===== config.mk =====
export PLATFORM = sky130hd
export DESIGN_NAME = addr_decoder_slave_responder
export DESIGN_NICKNAME = d
export VERILOG_FILES = /design/src/rtl/addr_decoder_slave_responder.sv
export SDC_FILE = /design/constraint.sdc
export NUM_CORES = 1
export LEC_CHECK = 0
export ABC_AREA = 1
export BUFFER_PORTS_ARGS = -buffer_cell sky130_fd_sc_hd__clkbuf_2
export CORE_MARGIN = 5
export CORE_UTILIZATION = 60
export DETAILED_ROUTE_END_ITERATION = 12
export GPL_TIMING_DRIVEN = 1
export PLACE_DENSITY_LB_ADDON = 0.3
export SLEW_MARGIN = 30
export SYNTH_ARGS = -nofsm -noshare
export SYNTH_HDL_FRONTEND = slang
export SYNTH_SLANG_ARGS = --single-unit

===== constraint.sdc =====
create_clock -name clock -period 3.15 [get_ports clock]
set_input_delay 0.1575 -clock clock [delete_from_list [all_inputs] [get_ports clock]]
set_output_delay 0.1575 -clock clock [all_outputs]
set_load 0.02 [all_outputs]

===== src/rtl/addr_decoder_slave_responder.sv =====
// Register-file slave on one select line of the address decoder's slave bus.
// A transfer is latched when the select goes high. After WAIT_STATES cycles
// the slave gives a one-cycle ack, with read data on reads. HOLD then
// blocks retriggering until the select drops.
module addr_decoder_slave_responder #(
  parameter int          SLAVE_ID    = 0,
  parameter int          NUM_REGS    = 16,
  parameter int          WAIT_STATES = 2,
  parameter logic [7:0]  RESET_VAL   = 8'h00,
  parameter logic [7:0]  OOR_DATA    = 8'hFF
) (
  input  logic       clock,
  input  logic       reset_n,
  input  logic [4:0] sel_en_in,
  input  logic       wr_rd_s_in,
  input  logic [7:0] addr_in,
  input  logic [7:0] wr_data_in,
  output logic       ack_out,
  output logic [7:0] rd_data_out,
  output logic       busy_out,
  output logic [7:0] xfer_cnt_out
);

  localparam int         IDX_W = (NUM_REGS > 1) ? $clog2(NUM_REGS) : 1;
  localparam logic [8:0] NREG9 = 9'(NUM_REGS);

  typedef enum logic [1:0] {S_IDLE, S_WAIT, S_ACK, S_HOLD} state_t;

  typedef struct packed {
    logic       wr;
    logic [7:0] addr;
    logic [7:0] data;
  } req_t;

  state_t     state_q, state_d;
  logic [3:0] cnt_q, cnt_d;
  req_t       req_q;
  logic       start, do_ack;
  logic       sel;
  logic       in_range;
  logic [IDX_W-1:0] idx;
  logic [7:0] regs [NUM_REGS];

  // Only our own select bit matters; the rest of the bus is deliberately ignored.
  assign sel = sel_en_in[SLAVE_ID];
  logic unused_sel;
  assign unused_sel = ^sel_en_in;

  // The full 8-bit compare catches addresses that would alias in the low index bits.
  assign in_range = ({1'b0, req_q.addr} < NREG9);
  assign idx      = req_q.addr[IDX_W-1:0];

  // Next-state logic: start on select, count wait states, abort on drop, hold until release.
  always_comb begin
    state_d = state_q;
    cnt_d   = cnt_q;
    start   = 1'b0;
    do_ack  = 1'b0;
    case (state_q)
      S_IDLE: begin
        if (sel) begin
          start = 1'b1;
          if (WAIT_STATES == 0) begin
            state_d = S_ACK;
          end else begin
            state_d = S_WAIT;
            cnt_d   = 4'(WAIT_STATES);
          end
        end
      end
      S_WAIT: begin
        if (!sel)               state_d = S_IDLE;
        else if (cnt_q == 4'd1) state_d = S_ACK;
        else                    cnt_d   = cnt_q - 4'd1;
      end
      S_ACK: begin
        do_ack  = 1'b1;
        state_d = S_HOLD;
      end
      S_HOLD: begin
        if (!sel) state_d = S_IDLE;
      end
      default: state_d = S_IDLE;
    endcase
  end

  // State register, wait counter and the request latched at transfer start.
  always_ff @(posedge clock or negedge reset_n) begin
    if (!reset_n) begin
      state_q <= S_IDLE;
      cnt_q   <= 4'd0;
      req_q   <= '0;
    end else begin
      state_q <= state_d;
      cnt_q   <= cnt_d;
      if (start) req_q <= '{wr: wr_rd_s_in, addr: addr_in, data: wr_data_in};
    end
  end

  // Register file: the write commits on the ack edge, so a later read sees the new value.
  always_ff @(posedge clock or negedge reset_n) begin
    if (!reset_n) begin
      for (int i = 0; i < NUM_REGS; i++) regs[i] <= RESET_VAL;
    end else if (do_ack && req_q.wr && in_range) begin
      regs[idx] <= req_q.data;
    end
  end

  // Registered outputs: ack pulse, read data only in a read-ack cycle, busy, transfer count.
  always_ff @(posedge clock or negedge reset_n) begin
    if (!reset_n) begin
      ack_out      <= 1'b0;
      rd_data_out  <= 8'h00;
      busy_out     <= 1'b0;
      xfer_cnt_out <= 8'h00;
    end else begin
      ack_out     <= do_ack;
      rd_data_out <= (do_ack && !req_q.wr) ? (in_range ? regs[idx] : OOR_DATA) : 8'h00;
      busy_out    <= (state_d != S_IDLE);
      if (do_ack) xfer_cnt_out <= xfer_cnt_out + 8'd1;
    end
  end

endmodule


Word level (Yosys, flattened, before mapping)
Index checks and enable logic that the tools add are counted.

word-level totals
  latch bits = 0
  bits in writable memories = 0
  register bits after elaboration = 169
  memory bits (read-only) = 0
  memories = 0
  logic and storage cells = 67
  bits of input ports = 24

operators by class
  shifts and indexed selects = 0
  multiply operators = 0
  eq/ne operators = 7
  bitwise gates (word level) = 1
  reduce and logical (&&, ||, !) cells = 9
  muxes and demuxes = 20
  div/mod/pow operators = 0
  $add $sub $neg = 2
  order comparisons = 3

operators by type and width
  operator             count
  $bwmux 128           1
  $mux 8               5
  $bmux 8 s4           1
  $demux 8 s4          1
  $mux 4               3
  $add 8x1->8 const B  1
  $lt 8x5->1 const B   1
  $mux 2               4
  $pmux 2 s4           1
  $pmux 4 s2           1
  $ne 2x2->1 const B   3
  $ge 5x5->1 const B   1
  $lt 5x1->1 const B   1
  $not 4->5            1
  $eq 2x2->1 const B   2
  $eq 4x1->1 const B   1
  $logic_and 1x1->1    4
  $reduce_and 4->1     1
  $reduce_bool 2->1    2
  $sub 4x1->4 const B  1
  $mux 1               3
  $eq 2x1->1 const B   1
  $logic_not 2->1      1
  $logic_not 1->1      1

Longest topological paths before layout
  depth in word-level cells = 6
  mapped depth = 11
  gate-level depth less buffers = 9

Least setup slack after synthesis
OpenSTA, ideal clock, no wires.

  path type = flip-flop to flip-flop
  from = reg state_q[0]
  to = reg regs[21] (netlist bit)
  arrival time = 1.433 ns
  clock period less this slack = 1.567 ns
  path slack = 1.583 ns
  library setup time = 0.133 ns
  required time = 3.017 ns
  stages on the path, launching flop included = 9
  cells stage by stage = dfrtp_1 inv_2 nand2_4 nor3_4 buf_12 nand4_4 buf_6 nand2_1 o21ai_0

on the way
  longest elaborated chain between the ends = 4

ends and longest elaborated chain
  item                            line  text
  start, declared                 35    state_t state_q, state_d;
  start signal, assigned          94    state_q <= state_d;
  $eq 2x2->1                      59    case (state_q)
  $mux 1                          59
  $logic_and 1x1->1 (2 in a row)  104   end else if (do_ack && req_q.wr && in_range) begin
  end signal, assigned by index   105   regs[idx] <= req_q.data;
  end, declared                   42    logic [7:0] regs [NUM_REGS];

Every way passes these cells.
A chain may end at the register's enable or synchronous reset.

Worst setup path in the final report
  from = reg req_q (netlist bit idx[0])
  to = reg regs[103] (netlist bit)

on the way
  longest elaborated chain between the ends = 6
  elaborated cells on any way between the ends = 9
  classes of those cells = order compare: 3; mux: 3; bitwise: 1; reduce/logical: 2

ends and longest elaborated chain
  item                                                                   line  text
  start, declared                                                        37    req_t req_q;
  start signal, assigned                                                 96    if (start) req_q <= '{wr: wr_rd_s_in, addr: addr_in, data: wr_data_in};
  $not 4->5 (implied by the code)                                        105
  $ge 5x5->1 (implied by the code) / $lt 5x1->1 (equally long branches)  105
  $logic_and 1x1->1 (implied by the code)                                105
  $mux 8 (implied by the code)                                           105
  $demux 8 s4                                                            105
  $bwmux 128                                                             105

Several ways; a longest one is shown, not always the timed one.

==> flow_metrics.env <==
export IMPL_antenna_left=0
export IMPL_grt_pass1_vias=5797
export IMPL_reg2reg_slack_ps=940
export IMPL_cp_required_ps=3430
export IMPL_cpMaxStageDelayCell="buf_4"
export IMPL_ys_top_cells_by_count="nand2_1 (392), dfrtp_1 (169), o21ai_0 (124)"
export IMPL_worst_pin_slew_ps=903
export IMPL_seqPwrFrac_pct=41.0
export IMPL_crit_family="simple AND/OR/NAND/NOR gates"
export IMPL_min_delay_path_depth=3
export IMPL_critPathCaptureType="flop"
export IMPL_critPathArrivalTime_ps=2490
export IMPL_worstReg2RegEnd="regs[103]$_DFFE_PN0P_"
export IMPL_cts_tree="done"
export IMPL_reg2reg_from="idx[0]$_DFFE_PN0P_"
export IMPL_syn_avg_cell_area_um2=8.43
export IMPL_worst_path_max_fanout=72
export IMPL_htreeDepth=4
export IMPL_drv_slew=0
export IMPL_fp_dieW_um=124
export IMPL_drc=0
export IMPL_min_to="req_q[16]$_DFFE_PN0P_"
export IMPL_placed_area_um2=7950
export IMPL_drt_pass1_iter_count=5
export IMPL_die_area_um2=15300
export IMPL_critPathLaunchType="flop"
export IMPL_synthToLayoutAreaGrowth_pct=11.2
export IMPL_die_y_um=124
export IMPL_fin_crit_sh_pct=70.3
export IMPL_vias_per_cell=5.41
export IMPL_yosysSeqAreaShare_pct=54.4
export IMPL_diodes=0
export IMPL_num_io_pins=42
export IMPL_rows=41
export IMPL_clockBufferDepth=2
export IMPL_ys_flop_type="dfrtp_1"
export IMPL_syn_cell_area_um2=7780
export IMPL_synth_edf_count=0
export IMPL_pwr_share_clk_pct=29.4
export IMPL_fmax_mhz=452
export IMPL_slew_headroom_pct=39.6
export IMPL_ff2ff_path_depth=4
export IMPL_grt_start_max_net_pins=73
export IMPL_hpwl_um=10600
export IMPL_crit_chain="buf_4, nand4_1, nand2_1, o21ai_0"
export IMPL_utilization_pct=68.2
export IMPL_p_int_mw=4.08
export IMPL_dr_total_vias=6126
export IMPL_dpl_cell_count=1088
export IMPL_fin_cells=1132
export IMPL_drive_gt1_share_pct=10.1
export IMPL_fp_coreArea_um2=12700
export IMPL_finalSetupViolCount=0
export IMPL_slowest_delay_ps=700
export IMPL_ir_drop_mv=0.528
export IMPL_p_comb_share_pct=29.6
export IMPL_drt_iter0_drc=637
export IMPL_routed_wl_um=17700
export IMPL_cts_setup_buffers=0
export IMPL_port_buffers=37
export IMPL_crit_buf_inv=1
export IMPL_synthCells=923
export IMPL_skew_ps=5.53
export IMPL_cts_reportedPaths_clkPinSlew_ps=60
export IMPL_fin_crit_ps=2210
export IMPL_antenna_found_initial=0
export IMPL_nets=977
export IMPL_min_delay_start="wr_rd_s_in"
export IMPL_numCtsBuffers=17
export IMPL_grt_pass1_wl_um=29900
export IMPL_synth_top_area_share_pct=54.4
export IMPL_routedWlPerCell_um=15.7
export IMPL_routabilityCongestion=0.844
export IMPL_clock_latency_ps=420
export IMPL_hp_class="primary input to flop"
export IMPL_async_reset_ff_share_pct=100
export IMPL_design_area_um2=8650
export IMPL_ys_types=27
export IMPL_yosysTopAreaCell="dfrtp_1"
export IMPL_synth_fp_nets=950
export IMPL_ys_ff_latch=169
export IMPL_synth_area_top_cells="dfrtp_1 (54%), nand2_1 (19%), o21ai_0 (8.0%), nand3_1 (3.1%), nand4_4 (2.7%)"
export IMPL_status="finished, final reports clean"
export IMPL_cts_sinks=169
export IMPL_setup_tns_final_ps=0
export IMPL_switching_share_pct=37.6
export IMPL_initial_core_util_pct=61.4
export IMPL_synthMostInstantiatedCell="nand2_1"
export IMPL_rsz0062_at_grt="false"
export IMPL_overflow=0
export IMPL_powerDensity_nw_per_um2=756
export IMPL_hold_buffers=15
export IMPL_grt_use_total_pct=25.4
export IMPL_yosys_warnings=0
export IMPL_clockRootBuffer="clkbuf_16"
export IMPL_p_sw_mw=2.45
export IMPL_cap_violations=0
export IMPL_leakagePower_nw=4.28
export IMPL_ctsResizeCount=0
export IMPL_path_class="flop to flop"
export IMPL_final_hold_viol_count=0
[flip-flops by register name, summed over array words and instances (netlist names)]
register	flops
regs	128
req_q	13
rd_data_out	8
xfer_cnt_out	8
cnt_q	4
idx	4
state_q	2
ack_out	1
busy_out	1
[layer usage]
layer | vias to the layer above | global-route usage (%) | wire length [µm]
met5 | - | 0 | 0
met1 | 2878 | 35.3 | 7990
met4 | 0 | 7.40 | 310
li1 | 3037 | - | -
met2 | 189 | 39.4 | 8330
met3 | 22 | 6.72 | 1090
[layout make-up]
cell class                      instances  area (µm²)
Clock buffer                           27         533
Clock inverter                          2        10.0
Fill cell                            1024        4020
Inverter                               23        86.3
Multi-Input combinational cell        674        3120
Sequential cell                       169        4230
Tap cell                              172         215
Timing Repair Buffer                   65         452
[placed cells by master, fill, tap and decap left out, types with 3 or more instances in the layout]
cell type	n
nand3_1	48
clkbuf_16	17
clkbuf_8	7
clkbuf_1	3
nand2_1	392
clkbuf_2	36
inv_1	20
nand4_4	10
ha_1	3
nor2_1	39
dfrtp_1	168
xnor2_1	5
xor2_1	3
mux2_2	4
dlygate4sd3_1	15
o21ai_1	8
buf_4	12
a21oi_1	15
o21ai_0	124
inv_2	3
nand4_1	16
[worst max path at each step]
| stage | cells past startpoint | end | from | slack (ps) |
|---|---|---|---|---|
| after floorplan | 8 | regs[21]$_DFFE_PN0P_ | state_q[0]$_DFF_PN0_ | 1580 |
| after global placement | 3 | regs[2]$_DFFE_PN0P_ | idx[0]$_DFFE_PN0P_ | 1060 |
| after detailed placement | 6 | regs[10]$_DFFE_PN0P_ | state_q[0]$_DFF_PN0_ | 980 |
| after CTS | 6 | regs[10]$_DFFE_PN0P_ | state_q[0]$_DFF_PN0_ | 950 |
| after global routing | 7 | regs[125]$_DFFE_PN0P_ | state_q[0]$_DFF_PN0_ | 760 |
| final | 4 | regs[103]$_DFFE_PN0P_ | idx[0]$_DFFE_PN0P_ | 940 |
[metrics by stage]
stage	setup slack, ps	hold slack (ps)	power [mW]
after CTS	953	2.67	6.52
after global routing	760	16.1	6.90
after floorplan	1580	-138	4.03
after detailed placement	977	184	4.59
after global placement	1060	185	4.54
final	935	12.2	6.53
[cell families after synthesis]
kind of cell	after synthesis	synth area share [%]
xor gates and xnor gates	8	0.901
AOI/OAI and AO/OA	148	9.56
muxes	4	0.579
and+or+nand+nor	511	28.6
adders and majority gates	3	0.483
buffers and inverters	80	5.50
DFF	169	54.4
[worst min-delay path: stages]
cell	delay (ps)
clkbuf_2	90
nor2_1	100
a21oi_1	50
[power groups by stage]
stage / clock [mW] / combinational, mW / sequential (mW)
after floorplan: 0 / 1.31 / 2.71
after global placement: 0 / 1.85 / 2.69
after detailed placement: 0 / 1.88 / 2.70
after CTS: 1.94 / 1.91 / 2.67
after global routing: 2.06 / 2.13 / 2.71
final: 1.92 / 1.93 / 2.68
Note: power is estimated with default switching activity, not from simulation.
